$ cat config.mk
export PLATFORM = sky130hd
export DESIGN_NAME = sine_sample_collector
export DESIGN_NICKNAME = d
export VERILOG_FILES = /design/src/rtl/sine_sample_collector_pkg.sv /design/src/rtl/sample_fifo.sv /design/src/rtl/sine_sample_collector.sv
export SDC_FILE = /design/constraint.sdc
export NUM_CORES = 1
export LEC_CHECK = 0
export ABC_AREA = 1
export CORE_ASPECT_RATIO = 1.5
export CORE_MARGIN = 4
export CORE_UTILIZATION = 49
export DETAILED_ROUTE_END_ITERATION = 6
export MAX_ROUTING_LAYER = met4
export PLACE_DENSITY = 0.71
export SLEW_MARGIN = 5
export SYNTH_ARGS = -nofsm -noshare
export SYNTH_HDL_FRONTEND = slang
export SYNTH_SLANG_ARGS = --single-unit
$ cat constraint.sdc
create_clock -name clk -period 2.9 [get_ports clk]
set_input_delay 0.58 -clock clk [delete_from_list [all_inputs] [get_ports clk]]
set_output_delay 0.58 -clock clk [all_outputs]
set_load 0.02 [all_outputs]
$ cat src/rtl/sine_sample_collector_pkg.sv
// Shared definitions for the sample collector: FSM encoding, 16-bit
// saturation limits and a saturating counter helper.
package sine_sample_collector_pkg;

    typedef enum logic {
        IDLE = 1'b0,
        WAIT = 1'b1
    } state_t;

    localparam logic signed [15:0] SAT_MAX = 16'sh7FFF;
    localparam logic signed [15:0] SAT_MIN = 16'sh8000;

    // 8-bit increment that sticks at 255
    function automatic logic [7:0] sat_inc8(input logic [7:0] v);
        return (v == 8'hFF) ? v : v + 8'd1;
    endfunction

endpackage

$ cat src/rtl/sample_fifo.sv
// Small show-ahead FIFO; head entry is always visible on dout.
module sample_fifo #(
    parameter int WIDTH = 16,
    parameter int DEPTH = 4
) (
    input  logic                       clk,
    input  logic                       reset,
    input  logic                       push,
    input  logic                       pop,
    input  logic [WIDTH-1:0]           din,
    output logic [WIDTH-1:0]           dout,
    output logic                       empty,
    output logic                       full,
    output logic [$clog2(DEPTH):0]     count
);
    localparam int AW = $clog2(DEPTH);
    localparam logic [AW:0] FULL_CNT = (AW+1)'(DEPTH);

    logic [DEPTH-1:0][WIDTH-1:0] mem;
    logic [AW-1:0]               wr_ptr;
    logic [AW-1:0]               rd_ptr;
    logic                        do_push;
    logic                        do_pop;

    assign empty   = (count == '0);
    assign full    = (count == FULL_CNT);
    assign do_pop  = pop && !empty;
    // a push into a full FIFO is only safe when the head leaves this cycle
    assign do_push = push && (!full || do_pop);
    assign dout    = mem[rd_ptr];

    // storage array, cleared so the head reads 0 out of reset
    always_ff @(posedge clk or negedge reset) begin
        if (!reset)       mem <= '0;
        else if (do_push) mem[wr_ptr] <= din;
    end

    // pointers wrap naturally because DEPTH is a power of 2
    always_ff @(posedge clk or negedge reset) begin
        if (!reset) begin
            wr_ptr <= '0;
            rd_ptr <= '0;
        end else begin
            if (do_push) wr_ptr <= wr_ptr + 1'b1;
            if (do_pop)  rd_ptr <= rd_ptr + 1'b1;
        end
    end

    // occupancy; simultaneous push and pop leaves it unchanged
    always_ff @(posedge clk or negedge reset) begin
        if (!reset) count <= '0;
        else begin
            case ({do_push, do_pop})
                2'b10:   count <= count + 1'b1;
                2'b01:   count <= count - 1'b1;
                default: ;
            endcase
        end
    end

endmodule

$ cat src/rtl/sine_sample_collector.sv
// Requests samples from a generator on each tick, scales and saturates
// them to 16 bits and queues them for a valid/ready consumer.
module sine_sample_collector
    import sine_sample_collector_pkg::*;
#(
    parameter int DEPTH   = 4,
    parameter int SHIFT   = 0,
    parameter int TIMEOUT = 15
) (
    input  logic               clk,
    input  logic               reset,
    input  logic               sample_tick,
    output logic               generate_next,
    input  logic               sample_ready,
    input  logic signed [17:0] sample,
    output logic               out_valid,
    input  logic               out_ready,
    output logic [15:0]        out_sample,
    output logic               timeout_err,
    output logic [7:0]         drop_count
);
    localparam int CNT_W = $clog2(DEPTH) + 1;
    localparam logic signed [17:0] MAX18 = $signed({{2{SAT_MAX[15]}}, SAT_MAX});
    localparam logic signed [17:0] MIN18 = $signed({{2{SAT_MIN[15]}}, SAT_MIN});

    state_t             state;
    logic [7:0]         wait_cnt;
    logic signed [17:0] shifted;
    logic [15:0]        sat_val;
    logic               push;
    logic               fifo_empty;
    logic               fifo_full;
    logic [CNT_W-1:0]   fifo_count;

    assign shifted = sample >>> SHIFT;
    // only a strobe answering our own request is captured
    assign push    = (state == WAIT) && sample_ready;

    // clamp the shifted sample into the signed 16-bit range
    always_comb begin
        sat_val = shifted[15:0];
        if (shifted > MAX18)      sat_val = SAT_MAX;
        else if (shifted < MIN18) sat_val = SAT_MIN;
    end

    // request/wait FSM with registered request pulse, error and drop counter
    always_ff @(posedge clk or negedge reset) begin
        if (!reset) begin
            state         <= IDLE;
            wait_cnt      <= '0;
            generate_next <= 1'b0;
            timeout_err   <= 1'b0;
            drop_count    <= '0;
        end else begin
            generate_next <= 1'b0;
            case (state)
                IDLE: begin
                    // the slot checked here stays reserved: nothing else pushes
                    if (sample_tick && (fifo_count < CNT_W'(DEPTH))) begin
                        generate_next <= 1'b1;
                        wait_cnt      <= '0;
                        state         <= WAIT;
                    end else if (sample_tick && fifo_full) begin
                        drop_count <= sat_inc8(drop_count);
                    end
                end
                WAIT: begin
                    if (sample_tick) drop_count <= sat_inc8(drop_count);
                    if (sample_ready) begin
                        state <= IDLE;
                    end else if (wait_cnt == 8'(TIMEOUT)) begin
                        timeout_err <= 1'b1;
                        state       <= IDLE;
                    end else begin
                        wait_cnt <= wait_cnt + 8'd1;
                    end
                end
                default: state <= IDLE;
            endcase
        end
    end

    sample_fifo #(.WIDTH(16), .DEPTH(DEPTH)) u_fifo (
        .clk   (clk),
        .reset (reset),
        .push  (push),
        .pop   (out_ready),
        .din   (sat_val),
        .dout  (out_sample),
        .empty (fifo_empty),
        .full  (fifo_full),
        .count (fifo_count)
    );

    assign out_valid = !fifo_empty;

endmodule
* Word level (Yosys, flattened, before mapping)
Cells that the tools add are included.
** Storage, ports and cells
- Flip-flop bits (word level) :: 90
- Input bits :: 23
- Output and inout port bits :: 27
- Logic and storage cells :: 73
** Operators by class
- Add/subtract/negate cells :: 6
- $lt $le $gt $ge :: 6
- Equal/unequal tests :: 11
- Multiplexer cells :: 22
- Bitwise gates (word level) :: 2
- Reductions and logical operators :: 14
** Operators with widths (number)
- $bwmux W64 :: 1
- $mux W16 :: 4
- $mux W8 :: 7
- $bmux W16 S2 :: 1
- $demux W16 S2 :: 1
- $pmux W8 S2 :: 2
- $gt A18 B16 Y1 const B :: 1
- $lt A18 B16 Y1 const B :: 1
- $add A8 B1 Y8 const B :: 2
- $ne A2 B2 Y1 const B :: 6
- $reduce_and A3 Y1 :: 3
- $eq A8 B4 Y1 const B :: 1
- $eq A8 B8 Y1 const B :: 1
- $logic_and A1 B1 Y1 :: 6
- $lt A2 B3 Y1 const B :: 2
- $pmux W3 S2 :: 1
- $add A2 B1 Y2 const B :: 2
- $mux W1 :: 4
- $add A3 B1 Y3 const B :: 1
- $eq A3 B3 Y1 const B :: 1
- $logic_not A3 Y1 :: 1
- $lt A3 B3 Y1 const B :: 1
- $sub A3 B1 Y3 const B :: 1
- $eq A2 B1 Y1 const B :: 1
- 7 further kinds :: 9

* Longest topological paths before layout
Gate-level depths: netlist of the first run.
- Word-level depth :: 7
- Mapped depth :: 11
- Depth with buffers taken out :: 11

* Cells and area by module
From an unflattened synthesis of the first run, not the netlist that was laid out.
** Second synthesis, totals
- Cells, all modules :: 609
- Area, all modules :: 4757.1 µm²
** By module, submodules not included
- sample_fifo :: times used 1, cells an instance 425, area an instance 3528.4 µm², sequential area each 1776.7 µm²
- sine_sample_collector :: times used 1, cells an instance 184, area an instance 1228.7 µm², sequential area each 475.5 µm²

* Worst setup path after synthesis of the first run
Ideal clock, no wire load.
- Path type :: input-to-reg
- From :: input port out_ready
- To :: register u_fifo.count[2]
- Arrival time :: 1.824 ns
- Required time :: 2.769 ns
- Path slack :: 0.945 ns
- Stages on the path :: 9
- Path buffers :: 0
- Cell sequence :: inv_1 > nand2_4 > nand2_1 > ha_1 > inv_1 > fa_1 > a21oi_1 > o21ai_0 > xor2_1
** On the way
- Word-level cells in the longest chain between the ends :: 5
- Elaborated cells between the ends (all ways) :: 7
** Ends and longest elaborated chain
- start: declaration :: RTL line sine_sample_collector.sv:17 : input logic out_ready,
- $logic_and A1 B1 Y1 * :: RTL line sample_fifo.sv:27 : assign do_pop = pop && !empty;
- $logic_or A1 B1 Y1 :: RTL line sample_fifo.sv:29 : assign do_push = push && (!full || do_pop);
- $logic_and A1 B1 Y1 :: RTL line sample_fifo.sv:29
- $eq A2 B1 Y1 / $eq A2 B2 Y1 (equally long branches) :: RTL line sample_fifo.sv:53 : case ({do_push, do_pop})
- $pmux W3 S2 / $reduce_bool A2 Y1 (equally long branches)
- end signal: assignment :: RTL line sample_fifo.sv:54 : 2'b10: count <= count + 1'b1;
- end signal: assignment :: RTL line sample_fifo.sv:55 : 2'b01: count <= count - 1'b1;
- end: declaration :: RTL line sample_fifo.sv:14 : output logic [$clog2(DEPTH):0] count
Every way passes the cells marked *; elsewhere a longest branch is shown, timed or not.
A chain may end at the register's enable or synchronous reset.

* Worst setup path after layout of the first run
- From :: register u_fifo.rd_ptr[0]
- To :: output port out_sample[13]
** On the way
- Word-level cells in the longest chain between the ends :: 2
** Ends and longest elaborated chain
- start: declaration :: RTL line sample_fifo.sv:21 : logic [AW-1:0] rd_ptr;
- start signal: assignment :: RTL line sample_fifo.sv:45 : if (do_pop) rd_ptr <= rd_ptr + 1'b1;
- $bmux W16 S2 :: RTL line sample_fifo.sv:30 : assign dout = mem[rd_ptr];
- $mux W16 (implied by the code) :: RTL line sample_fifo.sv:30
- end: declaration :: RTL line sine_sample_collector.sv:18 : output logic [15:0] out_sample,
No other way between the ends. The select of a mux whose other input is x is not followed.

==> flow_summary.yaml, run 1 <==
power_and_ir_drop:
  switchingPower_w: 0.002175
  clkPwrFrac: 0.202
  p_int_w: 0.003464
  combinationalPowerShare: 0.438
  p_leak_nw: 2.415
  peakVddDrop_mv: 0.5775
  power_density_nw_per_um2: 1090
  swShare: 0.3857
  p_seq_frac: 0.360
cts:
  htreeDepth: 3
  numClockSinks: 90
  postCtsSetupBuffers: 0
  cts_resized: 0
  clkTransAtPathRegs_ps: 60
  cts_buffers: 9
  worst_skew_pair.late_latency_ps: 340
  clockBufferDepth: 2
  cts.root.buffer_cell: "clkbuf_16"
  cts_tree: "done"
  hold_buffers: 0
sta:
  hold_viol: 0
  fin_crit_sh: 0.9234
  setup_viol: 0
  slew_violations: 0
  max_freq_ghz: 0.3734
  slew_headroom: 0.6676
  fin_setup_tns_ps: 0
  min_period_ps: 2678
  rsz0062_at_grt: "no"
  hold_ws_ps: 106.6
  clock_skew_ps: 4.166
  tightest_slew_ps: 493.4
layout:
  stdcell_count: 662
  nFillCells: 777
  drive_above_1_share: 0.07928
  mostFrequentLayoutCells: "125 x nand2_1, 90 x dfrtp_1, 76 x o21ai_1, 50 x nor2_1, 48 x clkdlybuf4s50_1"
  layout_commonest_cell: "nand2_1"
  num_antenna_cells: 0
  fin_area_um2: 5175
  area_growth_pct: 18.58
  post-route-util: 0.6041
  final_nets: 582
routing:
  drtIter0Drc: 254
  wirelength_um: 9638
  ant_nets: 0
  drc: 0
  vias_per_cell: 5.352
  drt_pass1_iterations: 4
  dr_total_vias: 3543
  wl_per_cell_um: 14.56
global_routing:
  grt.total_usage: 0.2057
  antenna_found_initial: 0
  grt_first_pass_wirelength_um: 16620
  grt-ovfl-total: 0
  grt_max_degree: 75
  grt_pass1_vias: 3545
floorplanning:
  die_h_um: 123.6
  ioPinCount: 50
  row_count: 41
  fp.dieW_um: 85.06
  die-area_um2: 10510
  initial_core_util: 0.5094
  fp.coreArea_um2: 8567
synth:
  ys_async_sr_fraction: 1.000
  synthCells: 507
  netlist_area_um2: 4364
  yosys_most_used_dff: "dfrtp_1"
  synth_nets: 538
  synth-seq-area-share: 0.5161
  synth_edf_count: 0
  yosys_warnings: 0
  ys_ff_latch: 90
  ys_types: 33
  synth_area_per_cell_um2: 8.608
setup_path:
  critPathMaxFanout: 26
  required_ps: 2320
  r2r-end: "u_fifo.count[2]"
  r2r_cells: 11
  worstSetupStartpointType: "register"
  rrSetupSlack_ps: 830
  endpoint_kind: "primary output"
  critical_path_class: "register to primary output"
  reg2reg_from: "u_fifo.count[1]"
  arrival_ps: 2100
run:
  cap_violations: 0
min_path:
  holdCritPathClass: "primary input to asynchronous set/reset pin"
placed_design:
  placed_cell_area_um2: 4888
  dpl.hpwl_um: 6223
  place_inst: 647
  place_congestion: 0.8398
  io_buffers: 49
outcome:
  status: "completed"
==> how the worst max path moves through the flow <==
stage / startpoint / endpoint / cells past startpoint
floorplan: out_ready / u_fifo.count[2] / 9
global placement: out_ready / u_fifo.count[2] / 10
detailed placement: out_ready / u_fifo.count[2] / 10
CTS: u_fifo.rd_ptr[0] / out_sample[13] / 5
global route: u_fifo.rd_ptr[0] / out_sample[12] / 5
finish: u_fifo.rd_ptr[0] / out_sample[13] / 5
==> per-stage QoR <==
stage                     setup slack, ps  total power [W]
after floorplan                     944.8         0.003618
final                               222.1         0.005640
after global routing                96.14         0.006058
after global placement              426.2         0.004463
after detailed placement            369.4         0.004540
after CTS                           194.6         0.005704
==> power by group through the flow <==
stage / clock [W] / sequential [W] / combinational (W)
after floorplan: 0 / 0.00202 / 0.00160
after global placement: 0 / 0.00202 / 0.00244
after detailed placement: 0 / 0.00204 / 0.00250
after CTS: 0.00117 / 0.00203 / 0.00251
after global routing: 0.00121 / 0.00209 / 0.00276
final: 0.00114 / 0.00203 / 0.00247
==> worst max-delay path, cell delays in order, from the launching register on <==
cell	delay, ps
dfrtp_1	380
inv_1	250
buf_12	210
o21ai_0	90
o22ai_1	170
clkdlybuf4s50_1	650
==> cell usage after synthesis, types with 2 or more instances <==
master / count / area, um^2
nand2_1: 125 / 469.2
dfrtp_1: 90 / 2252
o21ai_1: 76 / 380.4
nor2_1: 50 / 187.7
o21ai_0: 41 / 205.2
inv_1: 25 / 93.84
o22ai_1: 16 / 100.1
nand3_1: 14 / 70.07
buf_6: 9 / 101.4
ha_1: 7 / 87.58
clkbuf_1: 6 / 22.52
inv_2: 6 / 22.52
buf_4: 5 / 37.54
xor2_1: 5 / 43.79
nand3_4: 4 / 70.07
xnor2_1: 4 / 35.03
nand2_2: 3 / 18.77
nand3_2: 3 / 30.03
a21oi_1: 2 / 10.01
buf_2: 2 / 10.01
o21ai_2: 2 / 17.52
==> kinds of logic after synthesis <==
logic type                 count (synthesis)  synth area share
xor gates and xnor gates                   9           0.01806
AOI/OAI and AO/OA                        140            0.1689
adders and majority gates                  8           0.02466
DFF                                       90            0.5161
and+or+nand+nor                          205            0.2044
buffers and inverters                     55           0.06795
==> registers in the layout, indices dropped and copies added (netlist names) <==
signal / flops
timeout_err: 1
drop_count: 8
u_fifo.wr_ptr: 2
u_fifo.rd_ptr: 2
wait_cnt: 8
generate_next: 1
state: 1
u_fifo.mem: 64
u_fifo.count: 3
==> per-layer routing <==
metal,GRT usage,wire (um)
met4,0.1168,252
met3,0.03441,369
met5,-,0
met2,0.3351,4835
met1,0.2417,4180
==> layout make-up <==
class | count | area, um^2 | share of cell area
Clock inverter | 3 | 40.04 | 0.007737
Sequential cell | 90 | 2252 | 0.4352
Multi-Input combinational cell | 362 | 1815 | 0.3508
Inverter | 32 | 121.4 | 0.02345
Tap cell | 107 | 133.9 | 0.02587
Timing Repair Buffer | 56 | 565.5 | 0.1093
Clock buffer | 12 | 246.5 | 0.04763
No activity file was read; power rests on OpenSTA's default activity.
==> run 2, diff against run 1 <==
--- a/config.mk
+++ b/config.mk
@@ -7,8 +7,8 @@
 export LEC_CHECK = 0
 export ABC_AREA = 1
 export CORE_ASPECT_RATIO = 1.5
-export CORE_MARGIN = 4
 export CORE_UTILIZATION = 49
+export CTS_CLUSTER_DIAMETER = 40
 export DETAILED_ROUTE_END_ITERATION = 6
 export MAX_ROUTING_LAYER = met4
 export PLACE_DENSITY = 0.71
==> flow_summary.yaml, run 2 (synthesized netlist as in run 1, its figures left out) <==
sta:
  slew_headroom: 0.5854
  fin_setup_tns_ps: 0
  tightest_slew_ps: 621.8
  fin_crit_sh: 0.9399
  hold_viol: 0
  rsz0062_at_grt: "no"
  setup_viol: 0
  slew_violations: 0
  max_freq_ghz: 0.3669
  clock_skew_ps: 7.688
  fin_ws_ps: 174.2
  min_period_ps: 2726
placed_design:
  io_buffers: 49
  place_congestion: 0.8328
  pre_cts_ws_ps: 395.2
  dpl.hpwl_um: 6073
  place_inst: 647
setup_path:
  crit_slowest_cell: "clkdlybuf4s50_1"
  slowest_delay_ps: 650
  arrival_ps: 2150
  worstSetupStartpointType: "register"
  cp_top_family: "buffers and inverters"
  critPathMaxFanout: 16
  required_ps: 2320
  endpoint_kind: "primary output"
  r2r_cells: 11
  reg2reg_from: "u_fifo.count[1]"
  cp_cell_sequence: "inv_1 -> o21ai_0 -> o22ai_1 -> clkdlybuf4s50_1"
  critical_path_class: "register to primary output"
  path_buf_inv: 2
  rrSetupSlack_ps: 850
  r2r-end: "u_fifo.count[2]"
cts:
  clockBufferDepth: 2
  htreeDepth: 3
  cts_buffers: 9
  hold_buffers: 0
  cts.root.buffer_cell: "clkbuf_16"
  clkTransAtPathRegs_ps: 60
  worst_skew_pair.late_latency_ps: 340
  cts_resized: 0
  cts_tree: "done"
  numClockSinks: 90
  postCtsSetupBuffers: 0
global_routing:
  grt_pass1_vias: 3415
  grt.total_usage: 0.2272
  grt-ovfl-total: 0
  antenna_found_initial: 0
  grt_max_degree: 44
  grt_first_pass_wirelength_um: 15970
floorplanning:
  fp.coreArea_um2: 8516
  ioPinCount: 50
  die_h_um: 117.6
  die-area_um2: 9296
  fp.dieW_um: 79.06
  row_count: 41
  initial_core_util: 0.5125
layout:
  reg_top3: "u_fifo.mem: 64 flops, drop_count: 8 flops, wait_cnt: 8 flops"
  nFillCells: 799
  layout_commonest_cell: "nand2_1"
  final_nets: 582
  drive_above_1_share: 0.08108
  post-route-util: 0.6030
  regMostFlops: "u_fifo.mem"
  mostFrequentLayoutCells: "125 x nand2_1, 90 x dfrtp_1, 76 x o21ai_1, 50 x nor2_1, 48 x clkdlybuf4s50_1"
  largest_reg_flops: 64
  stdcell_count: 662
  num_antenna_cells: 0
  area_growth_pct: 17.66
routing:
  drc: 0
  drtIter0Drc: 242
  ant_nets: 0
  wirelength_um: 9337
  wl_per_cell_um: 14.10
  vias_per_cell: 5.372
  dr_total_vias: 3556
  drt_pass1_iterations: 5
power_and_ir_drop:
  p_leak_nw: 2.402
  power.total_w: 0.005525
  power_density_nw_per_um2: 1076
  peakVddDrop_mv: 0.6230
run:
  cap_violations: 0
min_path:
  holdCritPathClass: "primary input to asynchronous set/reset pin"
outcome:
  status: "completed"
## run 2: final cells by class
type,count,area (um^2),share of cell area
clock buffers,12,256.5,0.04995
inverters,32,121.4,0.02364
well taps,107,133.9,0.02607
multi-input cells,362,1815,0.3536
repair buffers,56,540.5,0.1053
flip-flops and latches,90,2252,0.4386
clock inverters,3,15.01,0.002924
## run 2: how the worst max path moves through the flow
stage               slack [ps]               to        startpoint  cells after the start
floorplan                  940  u_fifo.count[2]         out_ready                      9
global route                40   out_sample[15]  u_fifo.rd_ptr[1]                      4
global placement           420  u_fifo.count[2]         out_ready                     10
CTS                        180    out_sample[9]  u_fifo.rd_ptr[1]                      4
detailed placement         400  u_fifo.count[2]         out_ready                     10
finish                     170    out_sample[9]  u_fifo.rd_ptr[1]                      4
## run 2: report_power, final
group / switching, W / internal [W] / total [W]
clock network: 0.000448 / 0.000618 / 0.00107
registers: 0.000288 / 0.00174 / 0.00203
logic: 0.00142 / 0.00101 / 0.00243
total: 0.00216 / 0.00337 / 0.00553
## run 2: per-layer routing
metal,vias up,part of all wire,GRT usage
li1,1766,-,-
met3,26,0.041,0.04651
met4,0,0.028,0.09773
met2,91,0.49,0.3723
met5,-,0,-
met1,1673,0.44,0.2672
## run 2: stage by stage
stage / hold WS [ps] / instance area [um^2]
after floorplan: 284.4 / 4364
after detailed placement: 447.6 / 4863
after CTS: 247.8 / 5135
final: 223.0 / 5135
after global placement: 442.7 / 4863
after global routing: 267.1 / 5135
==> run 3, diff against run 2 <==
--- a/config.mk
+++ b/config.mk
@@ -6,7 +6,6 @@
 export NUM_CORES = 1
 export LEC_CHECK = 0
 export ABC_AREA = 1
-export CORE_ASPECT_RATIO = 1.5
 export CORE_UTILIZATION = 49
 export CTS_CLUSTER_DIAMETER = 40
 export DETAILED_ROUTE_END_ITERATION = 6
==> flow_summary.yaml, run 3 (synthesized netlist as in run 1, its figures left out) <==
outcome:
  status: "completed"
global_routing:
  antenna_found_initial: 0
  grt.total_usage: 0.2301
  grt_max_degree: 56
  grt_first_pass_wirelength_um: 15660
  grt_pass1_vias: 3383
  grt-ovfl-total: 0
cts:
  clkTransAtPathRegs_ps: 90
  clockBufferDepth: 2
  cts_tree: "done"
  hold_buffers: 0
  cts.root.buffer_cell: "clkbuf_8"
  postCtsSetupBuffers: 0
  htreeDepth: 3
  worst_skew_pair.late_latency_ps: 350
  cts_resized: 0
  numClockSinks: 90
  cts_buffers: 9
setup_path:
  endpoint_kind: "primary output"
  critPathMaxFanout: 16
  arrival_ps: 2170
  worstSetupStartpointType: "register"
  critical_path_class: "register to primary output"
  required_ps: 2320
  r2r_cells: 11
min_path:
  holdCritPathClass: "primary input to asynchronous set/reset pin"
floorplanning:
  row_count: 34
  die-area_um2: 9288
  fp.dieW_um: 96.38
  ioPinCount: 50
  die_h_um: 96.38
  initial_core_util: 0.5029
  fp.coreArea_um2: 8678
layout:
  layout_commonest_cell: "nand2_1"
  drive_above_1_share: 0.08094
  largest_reg_flops: 64
  regMostFlops: "u_fifo.mem"
  num_antenna_cells: 0
  mostFrequentLayoutCells: "125 x nand2_1, 90 x dfrtp_1, 76 x o21ai_1, 50 x nor2_1, 48 x clkdlybuf4s50_1"
  area_growth_pct: 16.94
  reg_top3: "u_fifo.mem: 64 flops, drop_count: 8 flops, wait_cnt: 8 flops"
  final_nets: 583
sta:
  setup_viol: 0
  min_period_ps: 2753
  hold_viol: 0
  tightest_slew_ps: 713.2
  max_freq_ghz: 0.3633
  fin_crit_sh: 0.9491
  slew_violations: 0
  clock_skew_ps: 10.16
  rsz0062_at_grt: "no"
  slew_headroom: 0.5245
  hold_ws_ps: 264.7
  fin_setup_tns_ps: 0
placed_design:
  place_congestion: 0.8104
  io_buffers: 49
  dpl.hpwl_um: 6023
power_and_ir_drop:
  peakVddDrop_mv: 0.4106
  power_density_nw_per_um2: 1064
  p_leak_nw: 2.383
routing:
  drc: 0
  vias_per_cell: 5.370
  dr_total_vias: 3566
  wl_per_cell_um: 14.43
  drt_pass1_iterations: 5
  wirelength_um: 9583
  drtIter0Drc: 205
  ant_nets: 0
run:
  cap_violations: 0
## run 3: cell types whose count changed in the layout (fill, tap and decap cells not counted), sizes merged
cell    delta
bufinv     +2
clkinv     -3
clkbuf     +1
buf        +1
## run 3: layer usage
metal / part of all wire / track usage / vias up / wire length [um]
li1: - / - / 1756 / -
met1: 0.47 / 0.3084 / 1692 / 4474
met2: 0.47 / 0.3617 / 106 / 4528
met3: 0.051 / 0.03912 / 12 / 487
met4: 0.0097 / 0.06985 / 0 / 93
met5: 0 / - / - / 0
## run 3: worst max-delay path, cell delays in order, from the launching register on
cell	delay, ps
dfrtp_1	380
inv_1	410
o21ai_0	180
o22ai_1	210
clkdlybuf4s50_1	640
## run 3: final timing paths
check / start / to / slack, ps
max: u_fifo.rd_ptr[1] / out_sample[11] / 150
min: reset / u_fifo.mem[55] / 260
max reg2reg: u_fifo.count[1] / u_fifo.count[2] / 840
min reg2reg: timeout_err / timeout_err / 470
max in group asynchronous: reset / drop_count[6] / 1980
min in group clk: timeout_err / timeout_err / 470
## run 3: report_power, final
part	switching (W)	internal [W]	leakage [nW]
registers	0.000309	0.00173	1.16
logic	0.00141	0.00103	1.11
clock network	0.000415	0.000529	0.110
total	0.00213	0.00330	2.38
## run 3: final cells by class
| cell class | count | area, um^2 |
|---|---|---|
| tap | 108 | 135.1 |
| clock inverter | 2 | 60.06 |
| timing repair buffer | 57 | 560.5 |
| multi-input combinational | 362 | 1815 |
| sequential | 90 | 2252 |
| fill | 780 | 3575 |
| inverter | 32 | 121.4 |
| clock buffer | 13 | 158.9 |
## run 3: through the flow
step	instances	total power [W]	cell area, um^2	utilization	setup slack, ps
after floorplan	507	0.003618	4364	-	944.8
after global placement	649	0.004440	4885	0.5629	436.4
after global routing	664	0.005843	5104	0.5881	6.394
final	664	0.005430	5104	0.5881	147.5
after CTS	664	0.005460	5104	0.5881	139.0
after detailed placement	649	0.004513	4885	0.5629	370.0
